[config.mk]
export PLATFORM = sky130hd
export DESIGN_NAME = accum_bank
export DESIGN_NICKNAME = d
export VERILOG_FILES = /design/src/rtl/accum_bank_pkg.sv /design/src/rtl/accum_alu.sv /design/src/rtl/accum_bank.sv
export SDC_FILE = /design/constraint.sdc
export NUM_CORES = 1
export LEC_CHECK = 0
export ABC_AREA = 1
export BUFFER_PORTS_ARGS = -buffer_cell sky130_fd_sc_hd__buf_2
export CAP_MARGIN = 20
export CORE_MARGIN = 10
export CORE_UTILIZATION = 60
export DETAILED_ROUTE_END_ITERATION = 12
export HOLD_SLACK_MARGIN = 0.1
export PLACE_DENSITY = 0.91
export RECOVER_POWER = 100
export SKIP_LAST_GASP = 1
export SYNTH_ARGS = -nofsm -noshare
export SYNTH_HDL_FRONTEND = slang
export SYNTH_SLANG_ARGS = --single-unit
export TNS_END_PERCENT = 20
[constraint.sdc]
create_clock -name clock -period 3 [get_ports clock]
set_clock_uncertainty 0.15 [all_clocks]
set_input_delay 0.15 -clock clock [delete_from_list [all_inputs] [get_ports clock]]
set_output_delay 0.15 -clock clock [all_outputs]
set_load 0.005 [all_outputs]
[src/rtl/accum_bank_pkg.sv]
// Shared opcode encodings and control FSM states for the accumulator bank.
package accum_bank_pkg;

    localparam logic [1:0] OP_ADD       = 2'd0;
    localparam logic [1:0] OP_LOAD      = 2'd1;
    localparam logic [1:0] OP_CLEAR     = 2'd2;
    localparam logic [1:0] OP_CLEAR_ALL = 2'd3;

    typedef enum logic [1:0] {
        IDLE  = 2'd0,
        DRAIN = 2'd1,
        SWEEP = 2'd2
    } state_e;

endpackage

[src/rtl/accum_alu.sv]
// Unsigned accumulate with carry detect; result clamps to all-ones on carry when sat_i is set.
// Purely combinational, no backpressure.
module accum_alu #(
    parameter int WIDTH = 16
) (
    input  logic [WIDTH-1:0] acc_i,
    input  logic [WIDTH-1:0] value_i,
    input  logic             sat_i,
    output logic [WIDTH-1:0] result_o,
    output logic             carry_o
);

    logic [WIDTH:0] sum;

    assign sum      = {1'b0, acc_i} + {1'b0, value_i};
    assign carry_o  = sum[WIDTH];
    assign result_o = (sum[WIDTH] && sat_i) ? {WIDTH{1'b1}} : sum[WIDTH-1:0];

endmodule

[src/rtl/accum_bank.sv]
// Multi-channel accumulator bank: ADD/LOAD/CLEAR via a 2-stage pipe, CLEAR_ALL via a drain+sweep FSM.
// Result 3 edges after accept; ready drops only while a CLEAR_ALL drains and sweeps.
module accum_bank
    import accum_bank_pkg::*;
#(
    parameter int  WIDTH    = 16,
    parameter int  CHANNELS = 4,
    localparam int CW       = $clog2(CHANNELS)
) (
    input  logic                clock,
    input  logic                reset_n,
    input  logic                io_cmd_valid,
    output logic                io_cmd_ready,
    input  logic [1:0]          io_cmd_op,
    input  logic [CW-1:0]       io_cmd_chan,
    input  logic [WIDTH-1:0]    io_cmd_value,
    input  logic                io_cmd_sat,
    output logic                io_sum_valid,
    output logic [CW-1:0]       io_sum_chan,
    output logic [WIDTH-1:0]    io_sum_data,
    input  logic [CW-1:0]       io_rd_chan,
    output logic [WIDTH-1:0]    io_rd_data,
    output logic [CHANNELS-1:0] io_ovf,
    output logic                io_busy
);

    state_e              state_q, state_d;
    logic [CW-1:0]       sw_idx_q, sw_idx_d;

    logic                s1_vld_q, s1_vld_d;
    logic [1:0]          s1_op_q, s1_op_d;
    logic [CW-1:0]       s1_chan_q, s1_chan_d;
    logic [WIDTH-1:0]    s1_val_q, s1_val_d;
    logic                s1_sat_q, s1_sat_d;

    logic                s2_vld_q, s2_vld_d;
    logic [1:0]          s2_op_q, s2_op_d;
    logic [CW-1:0]       s2_chan_q, s2_chan_d;
    logic [WIDTH-1:0]    s2_val_q, s2_val_d;
    logic                s2_sat_q, s2_sat_d;
    logic [WIDTH-1:0]    s2_acc_q, s2_acc_d;

    logic [WIDTH-1:0]    acc_q [CHANNELS];
    logic [WIDTH-1:0]    acc_d [CHANNELS];
    logic [CHANNELS-1:0] ovf_q, ovf_d;

    logic                sum_vld_q, sum_vld_d;
    logic [CW-1:0]       sum_chan_q, sum_chan_d;
    logic [WIDTH-1:0]    sum_dat_q, sum_dat_d;
    logic [WIDTH-1:0]    rd_dat_q, rd_dat_d;

    logic                cmd_fire;
    logic [WIDTH-1:0]    add_res;
    logic                add_carry;
    logic [WIDTH-1:0]    s2_res;

    assign io_cmd_ready = (state_q == IDLE);
    assign io_busy      = (state_q != IDLE);
    assign cmd_fire     = io_cmd_valid && io_cmd_ready;

    accum_alu #(.WIDTH(WIDTH)) u_alu (
        .acc_i    (s2_acc_q),
        .value_i  (s2_val_q),
        .sat_i    (s2_sat_q),
        .result_o (add_res),
        .carry_o  (add_carry)
    );

    always_comb begin
        s2_res = '0;
        case (s2_op_q)
            OP_ADD:  s2_res = add_res;
            OP_LOAD: s2_res = s2_val_q;
            default: s2_res = '0;
        endcase
    end

    always_comb begin
        state_d    = state_q;
        sw_idx_d   = sw_idx_q;
        acc_d      = acc_q;
        ovf_d      = ovf_q;

        // CLEAR_ALL never enters the pipe; the FSM owns it.
        s1_vld_d   = cmd_fire && (io_cmd_op != OP_CLEAR_ALL);
        s1_op_d    = cmd_fire ? io_cmd_op    : s1_op_q;
        s1_chan_d  = cmd_fire ? io_cmd_chan  : s1_chan_q;
        s1_val_d   = cmd_fire ? io_cmd_value : s1_val_q;
        s1_sat_d   = cmd_fire ? io_cmd_sat   : s1_sat_q;

        s2_vld_d   = s1_vld_q;
        s2_op_d    = s1_op_q;
        s2_chan_d  = s1_chan_q;
        s2_val_d   = s1_val_q;
        s2_sat_d   = s1_sat_q;
        // Operand is captured on the same edge S2 writes, so take the in-flight result.
        s2_acc_d   = (s2_vld_q && (s2_chan_q == s1_chan_q)) ? s2_res : acc_q[s1_chan_q];

        sum_vld_d  = s2_vld_q;
        sum_chan_d = s2_vld_q ? s2_chan_q : sum_chan_q;
        sum_dat_d  = s2_vld_q ? s2_res    : sum_dat_q;
        rd_dat_d   = acc_q[io_rd_chan];

        if (s2_vld_q) begin
            acc_d[s2_chan_q] = s2_res;
            if (s2_op_q == OP_ADD && add_carry) begin
                ovf_d[s2_chan_q] = 1'b1;
            end else if (s2_op_q == OP_CLEAR) begin
                ovf_d[s2_chan_q] = 1'b0;
            end
        end

        case (state_q)
            IDLE: begin
                if (cmd_fire && io_cmd_op == OP_CLEAR_ALL) begin
                    state_d = DRAIN;
                end
            end
            DRAIN: begin
                if (!s1_vld_q && !s2_vld_q) begin
                    state_d  = SWEEP;
                    sw_idx_d = '0;
                end
            end
            SWEEP: begin
                acc_d[sw_idx_q] = '0;
                ovf_d[sw_idx_q] = 1'b0;
                sw_idx_d        = sw_idx_q + 1'b1;
                if (sw_idx_q == CW'(CHANNELS - 1)) begin
                    state_d = IDLE;
                end
            end
            default: state_d = IDLE;
        endcase
    end

    always_ff @(posedge clock or negedge reset_n) begin
        if (!reset_n) begin
            state_q    <= IDLE;
            sw_idx_q   <= '0;
            s1_vld_q   <= 1'b0;
            s1_op_q    <= '0;
            s1_chan_q  <= '0;
            s1_val_q   <= '0;
            s1_sat_q   <= 1'b0;
            s2_vld_q   <= 1'b0;
            s2_op_q    <= '0;
            s2_chan_q  <= '0;
            s2_val_q   <= '0;
            s2_sat_q   <= 1'b0;
            s2_acc_q   <= '0;
            acc_q      <= '{default: '0};
            ovf_q      <= '0;
            sum_vld_q  <= 1'b0;
            sum_chan_q <= '0;
            sum_dat_q  <= '0;
            rd_dat_q   <= '0;
        end else begin
            state_q    <= state_d;
            sw_idx_q   <= sw_idx_d;
            s1_vld_q   <= s1_vld_d;
            s1_op_q    <= s1_op_d;
            s1_chan_q  <= s1_chan_d;
            s1_val_q   <= s1_val_d;
            s1_sat_q   <= s1_sat_d;
            s2_vld_q   <= s2_vld_d;
            s2_op_q    <= s2_op_d;
            s2_chan_q  <= s2_chan_d;
            s2_val_q   <= s2_val_d;
            s2_sat_q   <= s2_sat_d;
            s2_acc_q   <= s2_acc_d;
            acc_q      <= acc_d;
            ovf_q      <= ovf_d;
            sum_vld_q  <= sum_vld_d;
            sum_chan_q <= sum_chan_d;
            sum_dat_q  <= sum_dat_d;
            rd_dat_q   <= rd_dat_d;
        end
    end

    assign io_sum_valid = sum_vld_q;
    assign io_sum_chan  = sum_chan_q;
    assign io_sum_data  = sum_dat_q;
    assign io_rd_data   = rd_dat_q;
    assign io_ovf       = ovf_q;

`ifndef SYNTHESIS
    always @(posedge clock) begin
        if (sum_vld_q) begin
            $display("accum_bank: sum chan=%0d data=0x%0h", sum_chan_q, sum_dat_q);
        end
    end
`endif

endmodule
Yosys cells after proc, flatten, opt, wreduce, memory -nomap -nowiden
Index checks and enable logic that the tools add are counted.
{"block": "word_totals", "reg_bits": 167, "latchBits": 0, "mem_bits_rw": 0, "mem_bits_ro": 0, "in_bits": 26, "elab_cells": 105, "memories": 0}
{"block": "op_classes", "n_addsub": 2, "n_mul": 0, "div_mod_pow": 0, "magnitude_cmp": 10, "eq_ne": 11, "shift": 0, "mux": 30, "bitwise_logic": 11, "n_reduce_logical": 19}
{"op": "$mux 16", "count": 8}
{"op": "$mux 64", "count": 2}
{"op": "$and 64x64->64", "count": 1}
{"op": "$bmux 16 s2", "count": 2}
{"op": "$bwmux 64", "count": 1}
{"op": "$demux 16 s2", "count": 2}
{"op": "$not 64->64", "count": 1}
{"op": "$pmux 16 s2", "count": 1}
{"op": "$add 16x16->17", "count": 1}
{"op": "$mux 4", "count": 4}
{"op": "$ge 3x3->1 const B", "count": 4}
{"op": "$not 2->3", "count": 4}
{"op": "$logic_and 1x1->1", "count": 11}
{"op": "$and 4x4->4", "count": 2}
{"op": "$eq 2x2->1 const B", "count": 4}
{"op": "$mux 2", "count": 4}
{"op": "$not 4->4", "count": 2}
{"op": "$lt 2x3->1 const B", "count": 2}
{"op": "$lt 3x1->1 const B", "count": 2}
{"op": "$ne 2x2->1 const B", "count": 3}
{"op": "$pmux 2 s3", "count": 1}
{"op": "$demux 1 s2", "count": 2}
{"op": "$eq 2x1->1 const B", "count": 2}
{"op": "$ge 2x1->1 const B", "count": 2}
{"op": "11 further kinds", "count": 15}

Longest topological paths before layout
Gate-level depths: netlist (run 1).
{"block": "logic_depth", "ltp_word": 11, "mapped_depth": 15, "depth_no_buf": 15}

Modules after synthesis
Synthesis (run 1) repeated with hierarchy kept, for this count alone.
{"block": "unflattened", "cells_unflattened": 1069, "area_unflattened_um2": 8326.7}
{"module": "accum_bank", "instances": 1, "cells_each": 865, "area_per_inst_um2": 7260.7}
{"module": "accum_alu", "instances": 1, "cells_each": 204, "area_per_inst_um2": 1066.0}

Worst setup path before layout (run 1)
No wires, ideal clock.
{"block": "synth_timing", "path_type": "register to register", "start": "register s2_val_q[0]", "end": "register acc_q[62] in the netlist's numbering", "setup_time_ps": 113, "arrival_ps": 1954, "slack_ps": 783, "path_stages_with_launch": 16, "path_cell_list": "dfrtp_1 -> ha_1 -> fa_1 -> nand2_1 -> nand2_1 -> nand3_1 -> nand2_2 -> nand2_2 -> nand2_2 -> nand2_4 -> buf_12 -> nand3_4 -> nand2_4 -> nand3_1 -> nand2_1 -> inv_1"}
{"item": "from (decl)", "line_no": "accum_bank.sv:39", "rtl": "logic [WIDTH-1:0] s2_val_q, s2_val_d;"}
{"item": "from (signal assigned)", "line_no": "accum_bank.sv:169", "rtl": "s2_val_q <= s2_val_d;"}
{"item": "to (signal assigned)", "line_no": "accum_bank.sv:152", "rtl": "acc_q <= '{default: '0};"}
{"item": "to (signal assigned)", "line_no": "accum_bank.sv:172", "rtl": "acc_q <= acc_d;"}
{"item": "to (decl)", "line_no": "accum_bank.sv:43", "rtl": "logic [WIDTH-1:0] acc_q [CHANNELS];"}

Final worst setup path (run 1)
{"block": "layout_timing", "start": "register s1_chan_q[0]", "end": "register s2_acc_q[6]"}
{"block": "layout_via", "elab_chain_len": 5, "elab_cells_between_ends": 7}
{"item": "from (decl)", "line_no": "accum_bank.sv:32", "rtl": "logic [CW-1:0] s1_chan_q, s1_chan_d;"}
{"item": "from (signal assigned)", "line_no": "accum_bank.sv:163", "rtl": "s1_chan_q <= s1_chan_d;"}
{"item": "$not 2->3 (not written as such)", "line_no": "accum_bank.sv:97", "rtl": "s2_acc_d = (s2_vld_q && (s2_chan_q == s1_chan_q)) ? s2_res : acc_q[s1_chan_q];"}
{"item": "$bmux 16 s2", "line_no": "accum_bank.sv:97"}
{"item": "$mux 16 (not written as such) (2 in a row)", "line_no": "accum_bank.sv:97"}
{"item": "$mux 16 (*)", "line_no": "accum_bank.sv:97"}
{"item": "named net s2_acc_d[6]", "line_no": "accum_bank.sv:41", "rtl": "logic [WIDTH-1:0] s2_acc_q, s2_acc_d;"}
{"item": "to (signal assigned)", "line_no": "accum_bank.sv:151", "rtl": "s2_acc_q <= '0;"}
{"item": "to (signal assigned)", "line_no": "accum_bank.sv:171", "rtl": "s2_acc_q <= s2_acc_d;"}
{"item": "to (decl)", "line_no": "accum_bank.sv:41"}
Mark *: on every way through the listed nets, which the timed path passes. The rest lies on a longest branch. The select of a mux whose other input is x is not followed.
A chain may end at the register's enable or synchronous reset.

==> results of run 1 <==
stage by stage:
step / util [%] / std cells
after detailed placement: 64.3 / 1340
after global placement: 64.3 / 1340
after CTS: 70.0 / 1396
final: 68.5 / 1396
after global routing: 68.5 / 1396
after floorplan: - / 1123
routing by layer:
| layer | vias to the layer above | part of all wire (%) | GRT usage, % | routed length, um |
|---|---|---|---|---|
| met4 | 0 | 5.3 | 13.8 | 1340 |
| met5 | - | 0 | 0 | 0 |
| met3 | 115 | 11 | 6.44 | 2670 |
| li1 | 3738 | - | - | - |
| met2 | 517 | 48 | 40.7 | 12100 |
| met1 | 3885 | 36 | 30.4 | 9020 |
worst paths after layout:
kind                                from       endpoint  slack, ns  cells after the start
min reg2reg                  s1_val_q[3]    s2_val_q[3]       0.21                      0
min                        io_rd_chan[0]  io_rd_data[6]       0.15                      4
max in group asynchronous        reset_n      acc_q[32]       0.52                      3
max reg2reg                 s1_chan_q[0]    s2_acc_q[6]       0.22                      8
max                         s1_chan_q[0]    s2_acc_q[6]       0.22                      8
min in group asynchronous        reset_n   s2_val_q[10]       0.54                      2
final cells by class:
cell class | count | area, sq um | share of cell area [%]
multi-input combinational | 713 | 3610 | 36.2
clock inverter | 15 | 165 | 1.66
sequential | 167 | 4180 | 42.0
tap | 184 | 230 | 2.31
clock buffer | 17 | 425 | 4.27
timing repair buffer | 104 | 616 | 6.18
inverter | 196 | 736 | 7.39
cell usage in the layout (no fill, tap or decap), types with 29 or more instances in the layout:
cell and n:
inv_1 192, nor2_1 88, clkbuf_1 38, nand3_1 54, buf_2 29, nand2_1 256, a21oi_1 44, o21ai_0 141
dfrtp_1 166
kinds of logic (layout without fill, tap and decap cells):
| group | count (synthesis) | count (layout) |
|---|---|---|
| AND/OR/NAND/NOR | 441 | 441 |
| buffers and inverters | 243 | 332 |
| AO/OA/AOI/OAI | 225 | 225 |
| flip-flops | 167 | 167 |
| adder cells (fa/ha/maj) | 21 | 21 |
| multiplexers | 18 | 18 |
| XOR/XNOR | 8 | 8 |
sequential cells by signal, summed over array words and instances, names as in the netlist:
| name | count |
|---|---|
| s2_vld_q | 1 |
| io_sum_data | 16 |
| acc_q | 64 |
| sw_idx_q | 2 |
| s1_val_q | 16 |
| s1_vld_q | 1 |
| io_sum_valid | 1 |
| io_sum_chan | 2 |
| s2_chan_q | 2 |
| s2_acc_q | 16 |
| io_rd_data | 16 |
| s2_op_q | 2 |
| s2_val_q | 16 |
| s2_sat_q | 1 |
| s1_op_q | 2 |
| s1_sat_q | 1 |
| io_ovf | 4 |
| s1_chan_q | 2 |
| state_q | 2 |
worst max-delay path, stage by stage (launching register included):
cell and delay [ns]:
dfrtp_1 0.32, clkbuf_1 0.78, inv_1 0.13, buf_2 0.43
a21oi_1 0.24, o21ai_0 0.09, o21ai_0 0.22, nor2_1 0.09
a31oi_1 0.20
power by group through the flow:
stage               combinational (mW)  sequential (mW)  clock (mW)
floorplan                         5.16             3.79           0
global placement                  6.49             3.97           0
detailed placement                6.75             3.99           0
CTS                               6.89             3.97        2.22
global route                      7.21             4.10        2.34
finish                            6.48             4.01        2.23
timing repair:
action / CTS / global route
setup endpoints to repair: 0 / 2
gates resized for setup: 0 / 1
hold buffers: 24 / 0
hold endpoints to repair: 157 / 0
==> key figures, run 1 <==
Status
  • Status: finished with violations
  • Failing checks: capacitance limit, slew limit

Timing
  • RSZ-0062 raised after global routing: false
  • Final-report hold violation count: 0
  • Max Clk Rate: 0.359 GHz
  • Slew @ Worst Pin: 1.68 ns
  • TNS Setup: 0 ns
  • Hold slack: 0.146 ns
  • # setup viols final: 0
  • Period utilisation layout: 92.7%
  • Slew headroom: -11.9%
  • Worst setup margin: 0.218 ns
  • Final min period: 2.78 ns
  • Final Max Tran Viols: 72

Synth
  • Mux cell area share after synthesis: 2.28%
  • Post-Synth Adder-Cell Area: 3.05%
  • Flip-flop and latch count after synthesis: 167
  • Ys async rst share: 100%
  • Post-synthesis simple-gate area fraction: 22.8%
  • Top cell type by total area after synthesis: dfrtp_1
  • Xor/xnor cell area share of the yosys netlist: 0.790%
  • Mapped Avg Cell Area: 7.90 sq um
  • Synth Cell Area: 8870 sq um
  • Number of distinct library cells after synthesis: 34
  • EDFF count, synth: 0
  • Cell with the most instances after synthesis: nand2_1
  • Synth top area share: 47.1%
  • Largest family of logic cells by synthesized area: simple AND/OR/NAND/NOR gates
  • Mapped Cells: 1123
  • Ys flop type: dfrtp_1
  • Synthesized Nets: 1170
  • Sequential area share after synthesis: 47.1%
  • Synth Area in Compound Gates: 13.3%
  • Synth cell count leaders: nand2_1, inv_1, dfrtp_1, o21ai_0, nor2_1
  • Synth Warn #: 0
  • Top cells by area, synth: dfrtp_1, nand2_1, inv_1

Clock tree
  • Clock Sink Count: 167
  • Clk root buf: clkbuf_16
  • Clk slew on worst S/H paths: 0.07 ns
  • Clk Latency, worst-skew pair: 0.45 ns
  • Clock buffer depth: 2
  • CTS Buf Count: 17
  • # H-tree levels: 4
  • Post-CTS Setup Inserts: 0
  • CTS tree: built

Power and ir drop
  • NetSw: 6.05 mW
  • Leakage: 5.27 nW
  • Clk network pwr share: 17.5%
  • PwrDens: 1280 nW/um^2
  • Logic pwr share: 51.0%
  • Total power: 12.7 mW
  • Int Pwr: 6.67 mW
  • Worst VDD drop: 0.000714 V
  • Reg power frac: 31.5%
  • Sw Ratio: 47.6%

Detailed routing
  • Avg Vias per Cell: 5.91
  • Via count: 8255
  • Drt pass-1 iters: 8
  • Routed wire length: 25.1 mm
  • Initial DRC Count: 1165
  • Final antenna-violating net count: 0
  • Routed len/inst: 18.0 um
  • Number of remaining DRC errors: 0

Finish
  • FILL cells: 1127
  • Share of layout cells above drive strength 1: 9.16%
  • Fin area: 9960 sq um
  • Layout area overhead: 12.3%
  • Nets: 1246
  • ANT cells: 0

Placed design
  • Post-DP HPWL: 16.0 mm
  • Port-buffer cells: 66
  • DP Area: 9350 sq um
  • Routability cong.: 0.921
  • Place WS: 0.340 ns

Run
  • Max Cap Viol: 1

GRT
  • Total gr overflow: 0
  • Initial antenna violation count: 0
  • First-pass GRT wire length: 40.7 mm
  • Vias in the first global route: 8132
  • All-layer global routing usage: 25.3%
  • Pin count of the biggest net entering global routing: 72

Worst setup path
  • Worst Setup Start Kind: register
  • Crit path kind: reg2reg
  • WP data required: 3.20 ns
  • Worst endpoint data arrival time: 2.99 ns
  • Crit path max fanout: 48
  • CP endpoint kind: register

Worst hold path
  • Worst hold path class: in2reg

Die
  • Row count: 44
  • CORE AREA: 14500 sq um
  • Die height: 142 um
  • Starting Density: 61.0%
  • Die W: 142 um
  • IO Pins: 67
  • Die area: 20100 sq um
(Power assumes the default switching activity.)
==> run 2: changes to the inputs <==
==> constraint.sdc (replaced) <==
create_clock -name clock -period 3 [get_ports clock]
set_clock_uncertainty 0.15 [all_clocks]
set_input_delay 0 -clock clock [delete_from_list [all_inputs] [get_ports clock]]
set_output_delay 0 -clock clock [all_outputs]
set_load 0.005 [all_outputs]
==> run 2 against run 1 <==
Clock power down 3%. Final cell count up 0.50%. Critical path depth unchanged. Via count down 0.57%. Largest cell class unchanged. Clock-buffer cell count unchanged. Sequential power about the same. The flow now finishes without violations. Global-route usage up 0.12 points. Maximum frequency down 1.9%.
==> key figures, run 2 (synthesized netlist as in run 1, its figures left out) <==
Clock tree
  • Clk root buf: clkbuf_16
  • Clock buffer depth: 2
  • CTS hold repair buffers: 29
  • CTS Buf Count: 17
  • Clk slew on worst S/H paths: 0.07 ns
  • Clk Latency, worst-skew pair: 0.45 ns
  • Cts repair resizes: 0
  • Post-CTS Setup Inserts: 0
  • CTS tree: built
  • # H-tree levels: 4
  • Clock Sink Count: 167

Placed design
  • Port-buffer cells: 66
  • Post-DP HPWL: 16.1 mm
  • Routability cong.: 0.920

Die
  • Die height: 142 um
  • CORE AREA: 14500 sq um
  • IO Pins: 67
  • Starting Density: 61.0%
  • Die area: 20100 sq um
  • Die W: 142 um
  • Row count: 44

GRT
  • All-layer global routing usage: 25.4%
  • Initial antenna violation count: 0
  • First-pass GRT wire length: 40.9 mm
  • Pin count of the biggest net entering global routing: 71
  • Total gr overflow: 0
  • Vias in the first global route: 8266

Worst setup path
  • WP data required: 3.20 ns
  • Worst endpoint data arrival time: 3.03 ns
  • Crit path max fanout: 48
  • Crit path kind: reg2reg
  • CP endpoint kind: register
  • Worst Setup Start Kind: register

Power and ir drop
  • Sw Ratio: 48.1%
  • Reg power frac: 31.4%
  • NetSw: 6.13 mW
  • Int Pwr: 6.61 mW
  • Worst VDD drop: 0.000744 V
  • Logic pwr share: 51.6%
  • PwrDens: 1270 nW/um^2
  • Leakage: 5.29 nW
  • Clk network pwr share: 16.9%

Finish
  • Most flops, register: acc_q
  • Layout area overhead: 13.1%
  • ANT cells: 0
  • Largest register FFs: 64
  • Most common cell after layout, fill and taps aside: nand2_1
  • Share of layout cells above drive strength 1: 9.19%
  • Nets: 1253
  • Commonest cells after routing, fill and taps aside: nand2_1, inv_1, dfrtp_1

Timing
  • Final Max Tran Viols: 0
  • Max Clk Rate: 0.352 GHz
  • Slew @ Worst Pin: 1.42 ns
  • Final-report hold violation count: 0
  • Final min period: 2.84 ns
  • # setup viols final: 0
  • TNS Setup: 0 ns
  • RSZ-0062 raised after global routing: false
  • Hold slack: 0.156 ns
  • Period utilisation layout: 94.6%
  • Slew headroom: 5.52%

Detailed routing
  • Routed wire length: 25.3 mm
  • Drt pass-1 iters: 6
  • Number of remaining DRC errors: 0
  • Via count: 8208
  • Initial DRC Count: 908
  • Routed len/inst: 18.0 um
  • Final antenna-violating net count: 0
  • Avg Vias per Cell: 5.85

Status
  • Status: finished, final reports clean

Run
  • Max Cap Viol: 0

Worst hold path
  • Worst hold path class: in2reg
run 2: cell count changes in the layout (fill, tap and decap cells not counted), moves of 2 or more:
cell / before / now
buf_2: 29 / 26
buf_4: 8 / 5
bufinv_16: 2 / 0
clkbuf_1: 38 / 45
clkinv_2: 2 / 0
dlygate4sd3_1: 24 / 29
inv_8: 1 / 4
nand2_1: 256 / 249
nand2_4: 0 / 7
run 2: final cells by class:
cell class / count / area (sq um)
sequential: 167 / 4180
tap: 184 / 230
clock buffer: 17 / 425
inverter: 196 / 736
fill: 1139 / 4500
timing repair buffer: 111 / 684
multi-input combinational: 713 / 3640
clock inverter: 15 / 146
run 2: per-stage QoR:
step           total power, mW  util [%]  area, sq um  setup WS, ns  instances
2_1_floorplan             8.95         -         8870         0.783       1123
3_5_place_dp              10.7      64.3         9350         0.427       1340
3_3_place_gp              10.5      64.3         9350         0.522       1340
5_1_grt                   13.7      69.1        10000        0.0693       1403
6_report                  12.7      69.1        10000         0.163       1403
4_1_cts                   13.0      70.4        10200         0.337       1401
run 2: final timing paths:
kind,start,end,slack (ns),depth (start not counted)
worst max register to register,s1_chan_q[0],s2_acc_q[10],0.16,8
max in group asynchronous,reset_n,io_rd_data[10],0.58,4
worst min register to register,s1_val_q[3],s2_val_q[3],0.22,0
worst max-delay path,s1_chan_q[0],s2_acc_q[10],0.16,8
min in group asynchronous,reset_n,s2_acc_q[13],0.84,4
worst min-delay path,io_cmd_sat,s1_sat_q,0.16,3
run 2: critical path, stage by stage (launching register included):
cell and delay [ns]:
dfrtp_1 0.32, clkbuf_1 0.77, inv_1 0.14, buf_2 0.43, a21oi_1 0.28, o21ai_0 0.13, o21ai_0 0.21, nor2_1 0.08
a31oi_1 0.20
run 2: power groups by stage:
| stage | logic [mW] | registers (mW) | clock network (mW) |
|---|---|---|---|
| final | 6.57 | 4.00 | 2.16 |
| after CTS | 6.87 | 3.97 | 2.15 |
| after detailed placement | 6.74 | 4.00 | 0 |
| after floorplan | 5.16 | 3.79 | 0 |
| after global placement | 6.49 | 3.96 | 0 |
| after global routing | 7.33 | 4.10 | 2.25 |
run 2: per-layer routing:
metal	vias up	GRT usage [%]	part of all wire, %
met5	-	0	0
met1	3852	30.0	37
met2	485	41.3	49
met4	0	14.7	5.0
met3	113	6.21	9.6
li1	3758	-	-
